**src/rtl/riscv_pkg.sv**
```systemverilog
// rtl/riscv_pkg.sv - shared core constants and the fetch FSM state encoding
package riscv;

  localparam int XLEN = 32;
  localparam logic [XLEN-1:0] RESET_VECTOR = 32'h0000_1000;

  typedef enum logic [1:0] {
    IDLE   = 2'd0,
    REQ    = 2'd1,
    WAIT_R = 2'd2
  } ifetch_state_e;

endpackage

```
**src/rtl/ifetch_if.sv**
```systemverilog
// rtl/ifetch_if.sv - instruction memory request/response bus
interface ifetch_if;

  logic                   imem_req_o;
  logic [riscv::XLEN-1:0] imem_addr_o;
  logic                   imem_gnt_i;
  logic                   imem_rvalid_i;
  logic [31:0]            imem_rdata_i;

  modport master (
    output imem_req_o, imem_addr_o,
    input  imem_gnt_i, imem_rvalid_i, imem_rdata_i
  );

  modport slave (
    input  imem_req_o, imem_addr_o,
    output imem_gnt_i, imem_rvalid_i, imem_rdata_i
  );

endinterface

```
**src/rtl/fetch_fifo.sv**
```systemverilog
// rtl/fetch_fifo.sv - fetched-instruction buffer; flush beats push/pop, push accepted when full if popping
module fetch_fifo #(
  parameter int DEPTH = 2,
  parameter int WIDTH = 64
) (
  input  logic                   clk,
  input  logic                   reset_n,
  input  logic                   push,
  input  logic                   pop,
  input  logic                   flush,
  input  logic [WIDTH-1:0]       wdata,
  output logic [WIDTH-1:0]       rdata,
  output logic                   full,
  output logic                   empty,
  output logic [$clog2(DEPTH):0] count
);

  localparam int AW = $clog2(DEPTH);

  logic [WIDTH-1:0] r_mem [DEPTH];
  logic [AW-1:0]    r_wptr;
  logic [AW-1:0]    r_rptr;
  logic [AW:0]      r_count;
  logic             w_push;
  logic             w_pop;

  assign empty = (r_count == '0);
  assign full  = (r_count == (AW+1)'(DEPTH));
  assign count = r_count;
  assign rdata = r_mem[r_rptr];
  assign w_pop  = pop & ~empty;
  assign w_push = push & (~full | w_pop);

  always_ff @(posedge clk) begin
    if (w_push && !flush) begin
      r_mem[r_wptr] <= wdata;
    end
  end

  always_ff @(posedge clk or negedge reset_n) begin
    if (!reset_n) begin
      r_wptr  <= '0;
      r_rptr  <= '0;
      r_count <= '0;
    end else if (flush) begin
      r_wptr  <= '0;
      r_rptr  <= '0;
      r_count <= '0;
    end else begin
      if (w_push) r_wptr <= r_wptr + 1'b1;
      if (w_pop)  r_rptr <= r_rptr + 1'b1;
      r_count <= r_count + (AW+1)'(w_push) - (AW+1)'(w_pop);
    end
  end

endmodule

```
**src/rtl/ifetch.sv**
```systemverilog
// rtl/ifetch.sv - instruction fetch unit: single-outstanding imem requests into a small buffer.
// IFETCH_MISALIGN_EXC_EN: misaligned redirects raise misalign_exc_o and halt fetch instead of aligning.
module ifetch
  import riscv::*;
#(
  parameter int FIFO_DEPTH = 2
) (
  input  logic            clk,
  input  logic            reset_n,
  input  logic            branch_v_i,
  input  logic [XLEN-1:0] pc_nxt_i,
  ifetch_if.master        imem,
  output logic            instr_v_o,
  output logic [31:0]     instr_o,
  output logic [XLEN-1:0] pc_o,
  input  logic            instr_ready_i
`ifdef IFETCH_MISALIGN_EXC_EN
  ,
  output logic            misalign_exc_o
`endif
);

  localparam int CW = $clog2(FIFO_DEPTH) + 1;

  ifetch_state_e   r_state, n_state;
  logic [XLEN-1:0] r_pc, n_pc;
  logic [XLEN-1:0] r_req_pc, n_req_pc;
  logic            r_out, n_out;
  logic            r_disc, n_disc;

  logic            w_req, w_gnt, w_rsp, w_push, w_pop;
  logic            w_full, w_empty, w_halt, w_misalign;
  logic [CW-1:0]   w_count, w_cnt_nxt, w_occ;
  logic [XLEN-1:0] w_target;
  logic [31+XLEN:0] w_rdata;

`ifdef IFETCH_MISALIGN_EXC_EN
  logic r_halt, r_exc;
  assign w_misalign     = branch_v_i & (pc_nxt_i[1:0] != 2'b00);
  assign w_halt         = r_halt;
  assign w_target       = pc_nxt_i;
  assign misalign_exc_o = r_exc;

  always_ff @(posedge clk or negedge reset_n) begin
    if (!reset_n) begin
      r_halt <= 1'b0;
      r_exc  <= 1'b0;
    end else begin
      r_exc <= w_misalign;
      if (branch_v_i) r_halt <= w_misalign;
    end
  end
`else
  assign w_misalign = 1'b0;
  assign w_halt     = 1'b0;
  assign w_target   = pc_nxt_i & ~XLEN'(3);
`endif

  // A discarded response still occupies the bus, so no new request until it returns.
  assign w_req  = (r_state == REQ) && !r_out;
  assign w_gnt  = w_req && imem.imem_gnt_i;
  assign w_rsp  = r_out && imem.imem_rvalid_i;
  assign w_push = w_rsp && !r_disc && !branch_v_i;
  assign w_pop  = instr_v_o && instr_ready_i && !branch_v_i;

  assign w_cnt_nxt = w_count + CW'(w_push) - CW'(w_pop);
  assign w_occ     = w_count + CW'(r_out);

  assign imem.imem_req_o  = w_req;
  assign imem.imem_addr_o = r_pc;
  assign instr_v_o        = !w_empty;
  assign instr_o          = w_rdata[31+XLEN:XLEN];
  assign pc_o             = w_rdata[XLEN-1:0];

  always_comb begin
    n_state  = r_state;
    n_pc     = r_pc;
    n_req_pc = r_req_pc;
    n_out    = r_out;
    n_disc   = r_disc;
    if (w_rsp) begin
      n_out  = 1'b0;
      n_disc = 1'b0;
    end
    case (r_state)
      IDLE: begin
        if (!w_halt && !w_full && (w_occ < CW'(FIFO_DEPTH))) n_state = REQ;
      end
      REQ: begin
        if (w_gnt) begin
          n_state  = WAIT_R;
          n_out    = 1'b1;
          n_req_pc = r_pc;
          n_pc     = r_pc + XLEN'(4);
        end
      end
      WAIT_R: begin
        if (w_rsp) n_state = (w_cnt_nxt < CW'(FIFO_DEPTH)) ? REQ : IDLE;
      end
      default: n_state = IDLE;
    endcase
    // Redirect wins over everything; whatever is still in flight becomes a discard.
    if (branch_v_i) begin
      n_pc    = w_target;
      n_state = w_misalign ? IDLE : REQ;
      n_disc  = n_out;
    end
  end

  always_ff @(posedge clk or negedge reset_n) begin
    if (!reset_n) begin
      r_state  <= IDLE;
      r_pc     <= RESET_VECTOR;
      r_req_pc <= '0;
      r_out    <= 1'b0;
      r_disc   <= 1'b0;
    end else begin
      r_state  <= n_state;
      r_pc     <= n_pc;
      r_req_pc <= n_req_pc;
      r_out    <= n_out;
      r_disc   <= n_disc;
    end
  end

  fetch_fifo #(
    .DEPTH (FIFO_DEPTH),
    .WIDTH (32 + XLEN)
  ) u_fifo (
    .clk     (clk),
    .reset_n (reset_n),
    .push    (w_push),
    .pop     (w_pop),
    .flush   (branch_v_i),
    .wdata   ({imem.imem_rdata_i, r_req_pc}),
    .rdata   (w_rdata),
    .full    (w_full),
    .empty   (w_empty),
    .count   (w_count)
  );

endmodule

```
**src/flat_wrapper.sv**
```systemverilog
// flat-port wrapper written by rule: the top's interface ports become plain ports
module ifetch_flat import riscv::*;
#(
  parameter int FIFO_DEPTH = 2
)
  (clk, reset_n, branch_v_i, pc_nxt_i, instr_v_o, instr_o, pc_o, instr_ready_i, imem_imem_req_o, imem_imem_addr_o, imem_imem_gnt_i, imem_imem_rvalid_i, imem_imem_rdata_i);
  ifetch_if imem_i ();
  input  logic clk;
  input  logic reset_n;
  input  logic branch_v_i;
  input  logic [XLEN-1:0] pc_nxt_i;
  output logic instr_v_o;
  output logic [31:0] instr_o;
  output logic [XLEN-1:0] pc_o;
  input  logic instr_ready_i;
  output wire logic [$bits(imem_i.imem_req_o)-1:0] imem_imem_req_o;
  output wire logic [$bits(imem_i.imem_addr_o)-1:0] imem_imem_addr_o;
  input wire logic [$bits(imem_i.imem_gnt_i)-1:0] imem_imem_gnt_i;
  input wire logic [$bits(imem_i.imem_rvalid_i)-1:0] imem_imem_rvalid_i;
  input wire logic [$bits(imem_i.imem_rdata_i)-1:0] imem_imem_rdata_i;
  assign imem_imem_req_o = imem_i.imem_req_o;
  assign imem_imem_addr_o = imem_i.imem_addr_o;
  assign imem_i.imem_gnt_i = imem_imem_gnt_i;
  assign imem_i.imem_rvalid_i = imem_imem_rvalid_i;
  assign imem_i.imem_rdata_i = imem_imem_rdata_i;
  ifetch #(.FIFO_DEPTH(FIFO_DEPTH)) u_core (.clk(clk), .reset_n(reset_n), .branch_v_i(branch_v_i), .pc_nxt_i(pc_nxt_i), .imem(imem_i), .instr_v_o(instr_v_o), .instr_o(instr_o), .pc_o(pc_o), .instr_ready_i(instr_ready_i));
endmodule
```
**config.mk**
```make
export PLATFORM = sky130hd
export DESIGN_NAME = ifetch_flat
export DESIGN_NICKNAME = d
export VERILOG_FILES = /design/src/rtl/riscv_pkg.sv /design/src/rtl/ifetch_if.sv /design/src/rtl/fetch_fifo.sv /design/src/rtl/ifetch.sv /design/src/flat_wrapper.sv
export SDC_FILE = /design/constraint.sdc
export NUM_CORES = 1
export LEC_CHECK = 0
export CAP_MARGIN = 20
export CORE_ASPECT_RATIO = 1.75
export CORE_UTILIZATION = 53
export CTS_BUF_LIST = sky130_fd_sc_hd__clkbuf_4
export DETAILED_ROUTE_END_ITERATION = 16
export PLACE_DENSITY = 0.83
export SLEW_MARGIN = 40
export SYNTH_ARGS = -nofsm -noshare
export SYNTH_HDL_FRONTEND = slang
export SYNTH_SLANG_ARGS = --single-unit
```
**constraint.sdc**
```tcl
create_clock -name clk -period 5.4 [get_ports clk]
set_input_delay 0.54 -clock clk [delete_from_list [all_inputs] [get_ports clk]]
set_output_delay 0.54 -clock clk [all_outputs]
set_load 0.005 [all_outputs]
```
==> results.sh <==
export IMPL_status="completed"
export IMPL_syn_avg_cell_area_um2=13.7
export IMPL_combPwrFrac_pct=22.3
export IMPL_synth_common_cells="129 x nand2_1, 124 x edfxtp_1, 67 x dfrtp_1"
export IMPL_dpl_cell_count=893
export IMPL_powerDensity_mw_per_mm2=369
export IMPL_grt_pass1_vias=4900
export IMPL_grt_pass1_wl_mm=24.7
export IMPL_rrSetupSlack_ns=2.97
export IMPL_startpoint_type="register"
export IMPL_r2r_cells=5
export IMPL_fin_crit_ns=3.12
export IMPL_postCtsResizedCells=0
export IMPL_port_buffers=161
export IMPL_finalSetupTns_ns=0
export IMPL_synth_area_leaders="edfxtp_1 48%, dfrtp_1 22%, mux2_2 9.0%, nand2_1 6.2%, xnor2_1 3.2%"
export IMPL_slew_viol_final=0
export IMPL_internal_power_w=0.00268
export IMPL_max_freq_mhz=321
export IMPL_io_pins=168
export IMPL_grt_use_total_pct=21.4
export IMPL_min_delay_path_class="register to register"
export IMPL_dieWidth_um=93.6
export IMPL_drive_above_1_share_pct=16.0
export IMPL_r2r_end="u_core.u_fifo.r_mem[0][7]"
export IMPL_synth_compound_area_share_pct=2.83
export IMPL_relSlewSlack_pct=58.0
export IMPL_cp_required_ns=4.86
export IMPL_clkTransAtPathRegs_ns=0.14
export IMPL_synth_edf_count=124
export IMPL_p_seq_share_pct=54.8
export IMPL_cp_slowest_cell="dfrtp_4"
export IMPL_worstPathArrival_ns=2.58
export IMPL_p_leak_nw=3.68
export IMPL_synth_warnings=0
export IMPL_critPathKind="register to output pin"
export IMPL_synthXorXnorAreaFrac_pct=3.94
export IMPL_dp_hpwl_mm=11.1
export IMPL_maxCapViolCount=0
export IMPL_cts_sinks=192
export IMPL_path_cells="buf_4 -> mux2_2 -> clkdlybuf4s50_1"
export IMPL_numCtsBuffers=17
export IMPL_ys_seq_elements=192
export IMPL_h_tree_depth=4
export IMPL_setup_viol=0
export IMPL_tritoncts="yes"
export IMPL_finalWirelength_mm=15.4
export IMPL_worstPathMaxFanout=41
export IMPL_cts_root_buf="clkbuf_4"
export IMPL_cts_buffer_depth=2
export IMPL_nFillCells=1016
export IMPL_die_y_um=162
export IMPL_synthCells=568
export IMPL_clock_power_share_pct=22.9
export IMPL_ys_seq_area_share_pct=69.7
export IMPL_cp_end_kind="output pin"
export IMPL_dieArea_mm2=0.0152
export IMPL_timing_hold_violations_final=0
export IMPL_synthFlopType="edfxtp_1"
export IMPL_coreArea_mm2=0.0144
export IMPL_routedWlPerCell_um=16.6
export IMPL_r2r_start="u_core.u_fifo.count[0]"
export IMPL_synthAdderAreaFrac_pct=0.643
export IMPL_avgViaCountPerCell=5.24
export IMPL_yosysMostFrequentCell="nand2_1"
export IMPL_ir_drop_v=0.000178
export IMPL_finalNonFillerCells=927
export IMPL_drt_antenna_violating_nets=0
export IMPL_dr_first_iter_drc_count=192
export IMPL_num_rows=58
export IMPL_synth_simple_gate_area_share_pct=11.6
export IMPL_grt_max_degree=73
export IMPL_cts_setup_buffers=0
export IMPL_power_switching_w=0.000996
export IMPL_start_util_pct=54.2
export IMPL_async_flop_share_pct=35.4
export IMPL_max_stage_delay_ns=0.80
export IMPL_power_total_w=0.00368
export IMPL_synthMuxAreaShare_pct=9.10
export IMPL_synth_top_area_cell="edfxtp_1"
export IMPL_clk_latency_ns=0.53
export IMPL_nNetsFinal=807
export IMPL_grt_antenna_before_repair=1
export IMPL_ys_types=38
export IMPL_skew_ns=0.0172
export IMPL_drcViolationCount=0
export IMPL_vias=4856
export IMPL_area_growth_pct=28.2
export IMPL_synth_top_family_by_area="simple AND/OR/NAND/NOR gates"
export IMPL_rsz0062_at_grt="false"
export IMPL_synth_top_area_share_pct=47.8
export IMPL_crit_start="u_core.u_fifo.r_rptr"
export IMPL_hp_start="u_core.r_req_pc[30]"
export IMPL_drtPass1Iterations=4
export IMPL_swShare_pct=27.1
export IMPL_worst_pin_slew_ns=0.628
export IMPL_critPathCapture="pc_o[28]"
export IMPL_gp_congestion=0.890
export IMPL_netlist_area_mm2=0.00778
export IMPL_gr_total_overflow=0
export IMPL_finalCritPeriodShare_pct=57.8
cells by family after synthesis:
family                     count (synthesis)
adders and majority gates                  4
and+or+nand+nor                          194
xor gates and xnor gates                  35
AOI/OAI and AO/OA                         42
buffers and inverters                     37
DFF                                      192
muxes                                     63
other                                      1
critical path: cells and delay by family (launching register included):
kind     cells  cell delay, ns
buf+inv      2            0.85
flops        1            0.80
mux          1            0.37
how the worst min path moves through the flow:
stage / end / slack [ns] / cells past startpoint
after floorplan: u_core.imem.imem_addr_o[10] / 0.24 / 0
after global placement: u_core.u_fifo.r_mem[0][5] / 0.45 / 0
after detailed placement: u_core.u_fifo.r_mem[1][30] / 0.45 / 0
after CTS: u_core.u_fifo.r_mem[0][30] / 0.48 / 0
after global routing: u_core.u_fifo.r_mem[0][30] / 0.49 / 0
final: u_core.u_fifo.r_mem[1][30] / 0.48 / 0
final cells by class:
class | instances | area (µm²) | area share, %
Tap cell | 180 | 225 | 2.26
Antenna cell | 1 | 2.50 | 0.0251
Inverter | 7 | 26.3 | 0.263
Sequential cell | 192 | 5430 | 54.4
Clock buffer | 20 | 150 | 1.50
Clock inverter | 12 | 185 | 1.86
Multi-Input combinational cell | 342 | 2220 | 22.2
Timing Repair Buffer | 173 | 1750 | 17.5
routing by layer:
metal | vias to the layer above | global-route usage (%) | share of wire [%]
met1 | 2308 | 24.7 | 38
met3 | 29 | 4.30 | 5.0
li1 | 2341 | - | -
met2 | 178 | 38.0 | 54
met5 | - | 0 | 0
met4 | 0 | 9.44 | 3.2
stage by stage:
stage | hold slack, ns | instance area, µm² | setup slack (ns) | utilization (%)
after floorplan | 0.244 | 7800 | 1.19 | -
after global placement | 0.451 | 9560 | 2.16 | 66.5
after detailed placement | 0.451 | 9630 | 2.31 | 67.0
after CTS | 0.481 | 9980 | 2.20 | 69.5
after global routing | 0.489 | 9980 | 2.09 | 69.5
final | 0.480 | 9980 | 2.28 | 69.5
flip-flops by register name (all words and copies together), names as in the netlist:
register,flops
u_core.u_fifo.r_wptr,1
u_core.r_state,2
u_core.r_out,1
u_core.u_fifo.r_mem,124
u_core.u_fifo.count,2
u_core.u_fifo.r_rptr,1
u_core.r_disc,1
u_core.r_req_pc,30
u_core.imem.imem_addr_o,30
timing repair:
action | 4_1_cts | 5_1_grt
hold endpoints to repair | 26 | 0
hold buffers | 1 | 0
endpoints found under the setup margin | 0 | 0
placed cells by master, fill, tap and decap left out, types with 10 or more instances in the layout:
cell	count
o21ai_0	22
o21ai_1	16
nand2_1	129
nor2_1	10
edfxtp_1	124
clkdlybuf4s50_1	159
dfrtp_1	66
mux2_2	62
xnor2_1	28
clkbuf_4	20
power by group through the flow:
stage	logic, W	clock network (W)	registers, W
after floorplan	0.000440	0	0.00198
after global placement	0.000789	0	0.00203
after detailed placement	0.000825	0	0.00205
after CTS	0.000831	0.000869	0.00202
after global routing	0.000902	0.000926	0.00204
final	0.000819	0.000844	0.00202
Power figures use the tool's default switching activity.
